==> src/rtl/main.sv <==
// Three-colour lamp controller: debounced MODE/SKIP keys select AUTO cycling, flashing yellow or off.
// LED is registered one cycle after mode/phase; `HEARTBEAT_EN adds a toggling LED[3].
module main #(
  parameter int unsigned CLK_HZ         = 50_000_000,
  parameter int unsigned DEBOUNCE_CYC   = 1_000_000,
  parameter int unsigned RED_CYC        = 250_000_000,
  parameter int unsigned GREEN_CYC      = 250_000_000,
  parameter int unsigned YELLOW_CYC     = 100_000_000,
  parameter int unsigned FLASH_HALF_CYC = 25_000_000
) (
  input  logic       Sys_CLK,
  input  logic       Sys_RST,
  input  logic [1:0] Key,
  output logic [3:0] LED
);

  if (CLK_HZ == 0 || DEBOUNCE_CYC == 0 || RED_CYC == 0 || GREEN_CYC == 0 ||
      YELLOW_CYC == 0 || FLASH_HALF_CYC == 0) begin : g_param_check
    $error("main: all timing parameters must be at least 1");
  end

  localparam logic [31:0] DB_LAST     = 32'(DEBOUNCE_CYC - 1);
  localparam logic [31:0] RED_LAST    = 32'(RED_CYC - 1);
  localparam logic [31:0] GREEN_LAST  = 32'(GREEN_CYC - 1);
  localparam logic [31:0] YELLOW_LAST = 32'(YELLOW_CYC - 1);
  localparam logic [31:0] FLASH_LAST  = 32'(FLASH_HALF_CYC - 1);

  typedef enum logic [1:0] {MODE_AUTO, MODE_FLASH, MODE_OFF} mode_t;
  typedef enum logic [1:0] {PH_RED, PH_GREEN, PH_YELLOW} phase_t;

  // Key synchronizers and debouncers; bit 0 = MODE, bit 1 = SKIP.
  logic [1:0]       sync_a;
  logic [1:0]       sync_b;
  logic [1:0]       level;
  logic [1:0]       press;
  logic [1:0][31:0] db_cnt;

  always_ff @(posedge Sys_CLK or posedge Sys_RST) begin
    if (Sys_RST) begin
      sync_a <= '0;
      sync_b <= '0;
      level  <= '0;
      press  <= '0;
      db_cnt <= '0;
    end else begin
      sync_a <= Key;
      sync_b <= sync_a;
      for (int i = 0; i < 2; i++) begin
        press[i] <= 1'b0;
        if (sync_b[i] == level[i]) begin
          db_cnt[i] <= '0;
        end else if (db_cnt[i] == DB_LAST) begin
          db_cnt[i] <= '0;
          level[i]  <= sync_b[i];
          press[i]  <= sync_b[i];
        end else begin
          db_cnt[i] <= db_cnt[i] + 32'd1;
        end
      end
    end
  end

  logic mode_press;
  logic skip_press;

  assign mode_press = press[0];
  assign skip_press = press[1];

  function automatic phase_t next_phase(input phase_t p);
    case (p)
      PH_RED:   return PH_GREEN;
      PH_GREEN: return PH_YELLOW;
      default:  return PH_RED;
    endcase
  endfunction

  function automatic logic [31:0] phase_last(input phase_t p);
    case (p)
      PH_RED:   return RED_LAST;
      PH_GREEN: return GREEN_LAST;
      default:  return YELLOW_LAST;
    endcase
  endfunction

  mode_t       mode;
  phase_t      phase;
  logic [31:0] cnt;
  logic        flash_on;

  // MODE takes priority over SKIP; any mode entry restarts at RED / flash-on.
  always_ff @(posedge Sys_CLK or posedge Sys_RST) begin
    if (Sys_RST) begin
      mode     <= MODE_AUTO;
      phase    <= PH_RED;
      cnt      <= '0;
      flash_on <= 1'b0;
    end else if (mode_press) begin
      cnt      <= '0;
      phase    <= PH_RED;
      flash_on <= 1'b1;
      case (mode)
        MODE_AUTO:  mode <= MODE_FLASH;
        MODE_FLASH: mode <= MODE_OFF;
        default:    mode <= MODE_AUTO;
      endcase
    end else begin
      case (mode)
        MODE_AUTO: begin
          if (skip_press || cnt == phase_last(phase)) begin
            phase <= next_phase(phase);
            cnt   <= '0;
          end else begin
            cnt <= cnt + 32'd1;
          end
        end
        MODE_FLASH: begin
          if (cnt == FLASH_LAST) begin
            flash_on <= ~flash_on;
            cnt      <= '0;
          end else begin
            cnt <= cnt + 32'd1;
          end
        end
        default: cnt <= '0;
      endcase
    end
  end

  logic [2:0] lamp;

  always_comb begin
    lamp = 3'b000;
    case (mode)
      MODE_AUTO: begin
        case (phase)
          PH_RED:    lamp = 3'b001;
          PH_GREEN:  lamp = 3'b100;
          PH_YELLOW: lamp = 3'b010;
          default:   lamp = 3'b000;
        endcase
      end
      MODE_FLASH: lamp = {1'b0, flash_on, 1'b0};
      default:    lamp = 3'b000;
    endcase
  end

`ifdef HEARTBEAT_EN
  logic [31:0] hb_cnt;

  always_ff @(posedge Sys_CLK or posedge Sys_RST) begin
    if (Sys_RST) begin
      LED    <= 4'b0000;
      hb_cnt <= '0;
    end else begin
      LED[2:0] <= lamp;
      if (hb_cnt == FLASH_LAST) begin
        hb_cnt <= '0;
        LED[3] <= ~LED[3];
      end else begin
        hb_cnt <= hb_cnt + 32'd1;
      end
    end
  end
`else
  always_ff @(posedge Sys_CLK or posedge Sys_RST) begin
    if (Sys_RST) begin
      LED <= 4'b0000;
    end else begin
      LED <= {1'b0, lamp};
    end
  end
`endif

endmodule

==> config.mk <==
export PLATFORM = sky130hd
export DESIGN_NAME = main
export DESIGN_NICKNAME = d
export VERILOG_FILES = /design/src/rtl/main.sv
export SDC_FILE = /design/constraint.sdc
export NUM_CORES = 1
export LEC_CHECK = 0
export CORE_MARGIN = 2
export CORE_UTILIZATION = 55
export CTS_CLUSTER_DIAMETER = 60
export DETAILED_ROUTE_END_ITERATION = 12
export PLACE_DENSITY_LB_ADDON = 0.15
export SETUP_SLACK_MARGIN = 0.02
export SYNTH_ARGS = -nofsm -noshare
export SYNTH_HDL_FRONTEND = slang
export SYNTH_SLANG_ARGS = --single-unit
==> constraint.sdc <==
create_clock -name Sys_CLK -period 5.48 [get_ports Sys_CLK]
set_input_delay 1.096 -clock Sys_CLK [delete_from_list [all_inputs] [get_ports Sys_CLK]]
set_output_delay 1.096 -clock Sys_CLK [all_outputs]
set_load 0.05 [all_outputs]
After elaboration in Yosys (flattened, before gate mapping):

Cells that the tools add are included.

* bits in writable memories: 0
* output and inout bits: 4
* register bits after elaboration: 112
* word-level logic and storage cells: 64
* memories: 0
* ROM bits: 0
* bits in latches: 0
* input bits: 4

* bitwise logic cells: 3
* equal/unequal tests: 9
* add/subtract/negate cells: 3
* shifts and indexed selects: 0
* muxes and demuxes: 25
* div/mod/pow operators: 0
* reductions and logical operators: 12
* multiply operators: 0
* magnitude comparators: 0

Operators by type and width (count)
* 32-bit two-way mux: 9
* 32-bit by 1-bit adder with 32-bit output (second input constant): 3
* 32-bit by 20-bit == test with 1-bit output (second input constant): 2
* 32-bit one-hot mux with 2 select lines: 1
* 32-bit by 25-bit == test with 1-bit output (second input constant): 1
* 32-bit == test: 1
* 28-bit two-way mux: 1
* 3-bit one-hot mux with 3 select lines: 1
* 2-bit one-hot mux with 2 select lines: 2
* 2-bit AND reduction: 4
* 2-bit nonzero test: 4
* 1-bit two-way mux: 7
* 2-bit two-way mux: 3
* 3-bit one-hot mux with 2 select lines: 1
* 2-bit by 1-bit == test with 1-bit output (second input constant): 2
* 2-bit zero test: 2
* 1-bit inverter: 3
* 1-bit == test: 2
* 2-bit == test (second input constant): 1
* 2-bit OR reduction: 1
* 1-bit logical OR: 1

Longest topological paths before layout:

* depth in word-level cells: 10
* mapped depth: 7
* depth with buffers taken out: 6

Least setup slack after synthesis:

OpenSTA, ideal clock, no wires.

* kind: register to register
* start point: reg cnt[7]
* end point: reg cnt[22]
* library setup time: 0.145 ns
* clock period less this slack: 2.025 ns
* cell stages (with the launch flop): 8
* setup slack: 3.455 ns
* path buffers: 2
* data arrival time: 1.880 ns
* required time: 5.335 ns
* cells stage by stage: dfrtp_1 buf_6 or4b_4 nor4_4 o211ai_2 a31oi_4 buf_12 nor3_2

* cells in the longest elaborated chain, start to end: 5
* elaborated cells on any way between the ends: 8
* classes of those cells: add/sub (1); eq/ne (2); mux (4); reduce/logical (1)

RTL lines
* start: declaration: line 87 `logic [31:0] cnt;`
* start signal: assignment: line 113 `cnt <= cnt + 32'd1;`
* start signal: assignment: line 121 `cnt <= cnt + 32'd1;`
* parallel branches: the longest is 3 deep, another holds 32-bit by 1-bit adder with 32-bit output
* 32-bit one-hot mux with 2 select lines (*): line 107 `case (mode)`
* 32-bit two-way mux (*): line 97 `end else if (mode_press) begin`

Mark *: on every way between the ends.
A chain may end at the register's enable or synchronous reset.

Worst setup path in the final report:

* start point: reg cnt[7]
* end point: reg cnt[1]

* cells in the longest elaborated chain, start to end: 5
* elaborated cells on any way between the ends: 7
* classes of those cells: eq/ne (2); mux (4); reduce/logical (1)

RTL lines
* 32-bit == test: line 109 `if (skip_press || cnt == phase_last(phase)) begin`
* 1-bit logical OR: line 109
* 32-bit two-way mux: line 109
* 32-bit one-hot mux with 2 select lines (*): line 107
* 32-bit two-way mux (*): line 97

Every way passes the cells marked *; elsewhere a longest branch is shown, timed or not.

==> results.txt <==
- Result of the run: finished, final reports clean
- Core Box Area: just over 0.01 mm^2
- Max-cap violations in this run came to 0.
* Number of iterations in the first detailed-routing pass: 4
- In the routed design, unresolved DRC markers number 0.
- After clock tree synthesis, the repair step resized 0 gates.
- The placed instances occupy a cell area of between 0.005 and 0.006 mm^2.
- Area taken by multi-input logic gates: around 0.0028 mm^2
* Antenna cell count: 0
- STA classifies the critical path startpoint as a flop.
* Leakage: ~2.6 nW
- Max H-tree Level: 3
- Area of the die: around 0.012 mm^2
* Starting density of the core: 0.5682
- Crit Reg-Reg Endpoint: cnt[1]$_DFF_PP0_
- Least-Margin Pin Slew: roughly 1.1 ns
* Antenna violation net count after detailed routing: 0
- Clock-pin slew was measured on the worst setup and hold paths at 0.11 ns.
- Overall power consumption after layout is estimated at 1.369 mW.
- Final Instance Area: 0.006146 mm^2
* Register-to-Register Path Depth: 6
- Type of the setup path with the least slack: reg2reg
- The startpoint identified for the worst register-to-register timing path is cnt[7]$_DFF_PP0_.
- Total negative slack for setup checks: 0 ns
- Number of clock buffers inserted by TritonCTS: 9
- Post-synthesis area per instance: between 10 and 15 um^2
- Growth of design area from synthesis to finish: 4.778%
- Dividing the detail-routed wire length by the instance count gives between 15 and 20 um.
- Maximum number of pins on one net before global-route repair: 72
- Setup violations remaining at the end of the flow were counted as 0.
- Final min period: about 2.6 ns
- Unique cell type count in the Yosys netlist: 53
- Post-DP HPWL: approximately 7300 um
* Largest fanout on the critical path: 21
- Total number of vias: roughly 4000
- Seq/Total Area, Yosys: 0.4778
- Die height: approximately 110 um
- The Yosys step of the flow raised 0 warnings.
- Share of cells above drive strength 1: 0.1283
* Worst Hold Path EP: sync_b[1]$_DFF_PP0_
* Start point of the worst min-delay path: sync_a[1]$_DFF_PP0_
- Hold-critical path depth: 0
- At the later pin of the worst-skew pair, clock insertion delay measures approximately 0.37 ns.
- Setup repair after global routing missed its margin: false
- The synthesized netlist occupies a cell area of about 0.0059 mm^2.
- In the final layout, flip-flops and latches occupy 0.002803 mm^2.
* Final wirelength: 11000 um
* Highest ir drop seen on vdd: between 0.15 and 0.2 mV
* Number of synthesized register bits: around 110
* GRT Total Usage: 0.2129
- Final Slew Violations: 0
- Post-CTS Repair Setup Buffers: 0
- TritonCTS built the clock tree.
* Number of flops mapped to enable cells by yosys: 0
- Grt total ovfl: 0
* Final-report hold violation count: 0
- Hold WC Path Type: reg2reg
* Final-layout fill cell count: 842
* I/O pin total: 8
- In the finished design, the share of the clock period the worst path needs comes to 0.4788.
* Final net count: ~570
- After detailed routing, the number of vias per cell comes to between 5 and 6.
- Derived from the worst setup path, the maximum achievable clock frequency is around 0.38 GHz.
- Rows: 37
- The number of nets handed over by synthesis was 577.
- Vias in the first global route: between 4000 and 5000
- The congestion estimate from routability-driven global placement came to 0.8087.
- Die extent in x: 107.3 um
* P per Cell Area: between 200 and 250 mW/mm^2
- Cell taking the most area after synthesis: sky130_fd_sc_hd__dfrtp_1
- In this run, post-CTS hold repair placed 0 buffers.
- Number of antenna violations at the first check in global routing: 0
- Counting every instance in the synthesized netlist gives between 500 and 600.
- Input and output buffers added on the ports amount to 6.
- Iteration-0 DRC count of the detailed router: around 240
- Clock Sink Count: between 100 and 150
- The worst setup path is captured at a flop.
- Data on the critical path is required at its endpoint by ~5.7 ns.
* Fraction of synthesized cell area taken by the top area cell type: 0.4778
- The clock passes through at most 2 buffers.
- The worst pin sits at a relative slew slack of 0.2656.
* Root buffer selected by CTS: sky130_fd_sc_hd__clkbuf_8
- The clock arrives with between 0.01 and 0.015 ns of skew.
- Setup slack on the worst reg-to-reg path comes out at around 2.9 ns.
- First-pass GRT wire length: 19360 um
* Ys async rst share: 1.000
- For the worst setup path, the data arrival time is approximately 2.8 ns.
- For this run, the leading register cell type out of synthesis is sky130_fd_sc_hd__dfrtp_1.
- Dominant cells by area after synthesis: sky130_fd_sc_hd__dfrtp_1 (48%), sky130_fd_sc_hd__xor2_1 (7.9%), sky130_fd_sc_hd__xnor2_1 (5.5%)
## placed cells by master (no fill, tap or decap), drive strengths merged, types with 3 or more instances in the layout
cell / netlist / routed
dfrtp: 112 / 112
nor2: 80 / 80
nor3: 54 / 54
xor2: 53 / 53
nand3: 45 / 45
xnor2: 37 / 37
nand2: 30 / 30
nand4: 28 / 28
nor4: 28 / 28
inv: 14 / 15
and4: 11 / 11
and3: 11 / 11
clkbuf: 14 / 9
clkdlybuf4s50: 0 / 6
a21oi: 4 / 4
nand2b: 3 / 3
mux2: 3 / 3
ha: 3 / 3
clkinvlp: 0 / 3
## registers in the layout, indices dropped and copies added, names as in the netlist
name      flops
press         2
cnt          32
sync_b        2
level         2
db_cnt       64
sync_a        2
flash_on      1
LED           3
mode          2
phase         2
## layer usage
layer | global-route usage | share of wire | routed length (um)
met4 | 0.06030 | 0.0050 | 55
met3 | 0.03995 | 0.028 | 309
met5 | 0 | 0 | 0
met2 | 0.3463 | 0.49 | 5366
met1 | 0.2930 | 0.48 | 5264
## cell type report
cell class / instances / area share
inverters: 14 / 0.008958
well taps: 136 / 0.02769
repair buffers: 8 / 0.01221
clock buffers: 9 / 0.02015
multi-input cells: 420 / 0.4636
flip-flops and latches: 112 / 0.4560
clock inverters: 6 / 0.01140
## logic make-up (layout without fill, tap and decap cells)
group,count (synthesis),after routing,synth area share
other,1,1,0.0006393
AND/OR/NAND/NOR,309,309,0.3181
flip-flops,112,112,0.4778
AO/OA/AOI/OAI,13,13,0.01877
XOR/XNOR,90,90,0.1344
buffers and inverters,38,37,0.03648
adder cells (fa/ha/maj),3,3,0.006400
multiplexers,4,4,0.007466
## cells in the mapped netlist (all sizes together) (2+ instances only)
cell type  count
a211o          2
a21oi          4
and2           2
and3          11
and4          11
buf           10
clkbuf        14
dfrtp        112
ha             3
inv           14
mux2           3
nand2         30
nand2b         3
nand3         45
nand4         28
nand4bb        2
nor2          80
nor3          54
nor4          28
nor4b          2
or2            2
or3b           2
or4            2
or4b           2
xnor2         37
xor2          53
## worst max-delay path by stage
stage / from / to / cells past startpoint
floorplan: Sys_RST / LED[0]$_DFF_PP0_ / 1
global placement: Sys_RST / db_cnt[62]$_DFF_PP0_ / 3
detailed placement: Sys_RST / db_cnt[63]$_DFF_PP0_ / 3
CTS: LED[1]$_DFF_PP0_ / LED[1] / 1
global route: cnt[0]$_DFF_PP0_ / cnt[1]$_DFF_PP0_ / 7
finish: cnt[7]$_DFF_PP0_ / cnt[1]$_DFF_PP0_ / 6
## metrics by stage
step                hold WS, ns  utilization  std cells  setup slack [ns]
floorplan                0.3312            -        570             1.425
global placement         0.3322       0.5765        690             2.709
detailed placement       0.3411       0.5765        690             2.668
CTS                      0.3537       0.5953        705             2.827
global route             0.3542       0.5953        705             2.622
finish                   0.3508       0.5953        705             2.856
## where the power goes
part | leakage [nW] | switching (mW) | internal [mW]
sequential | 1.53 | 0.00474 | 0.831
combinational | 0.987 | 0.0283 | 0.00694
clock | 0.0879 | 0.286 | 0.211
## worst max-delay path: stages (launching register included)
cell	delay, ns
sky130_fd_sc_hd__dfrtp_1	0.50
sky130_fd_sc_hd__or4b_4	0.53
sky130_fd_sc_hd__nor4_4	0.27
sky130_fd_sc_hd__o211ai_2	0.13
sky130_fd_sc_hd__a31oi_4	0.50
sky130_fd_sc_hd__buf_4	0.43
sky130_fd_sc_hd__nor3b_1	0.09
No activity file was read; power rests on OpenSTA's default activity.
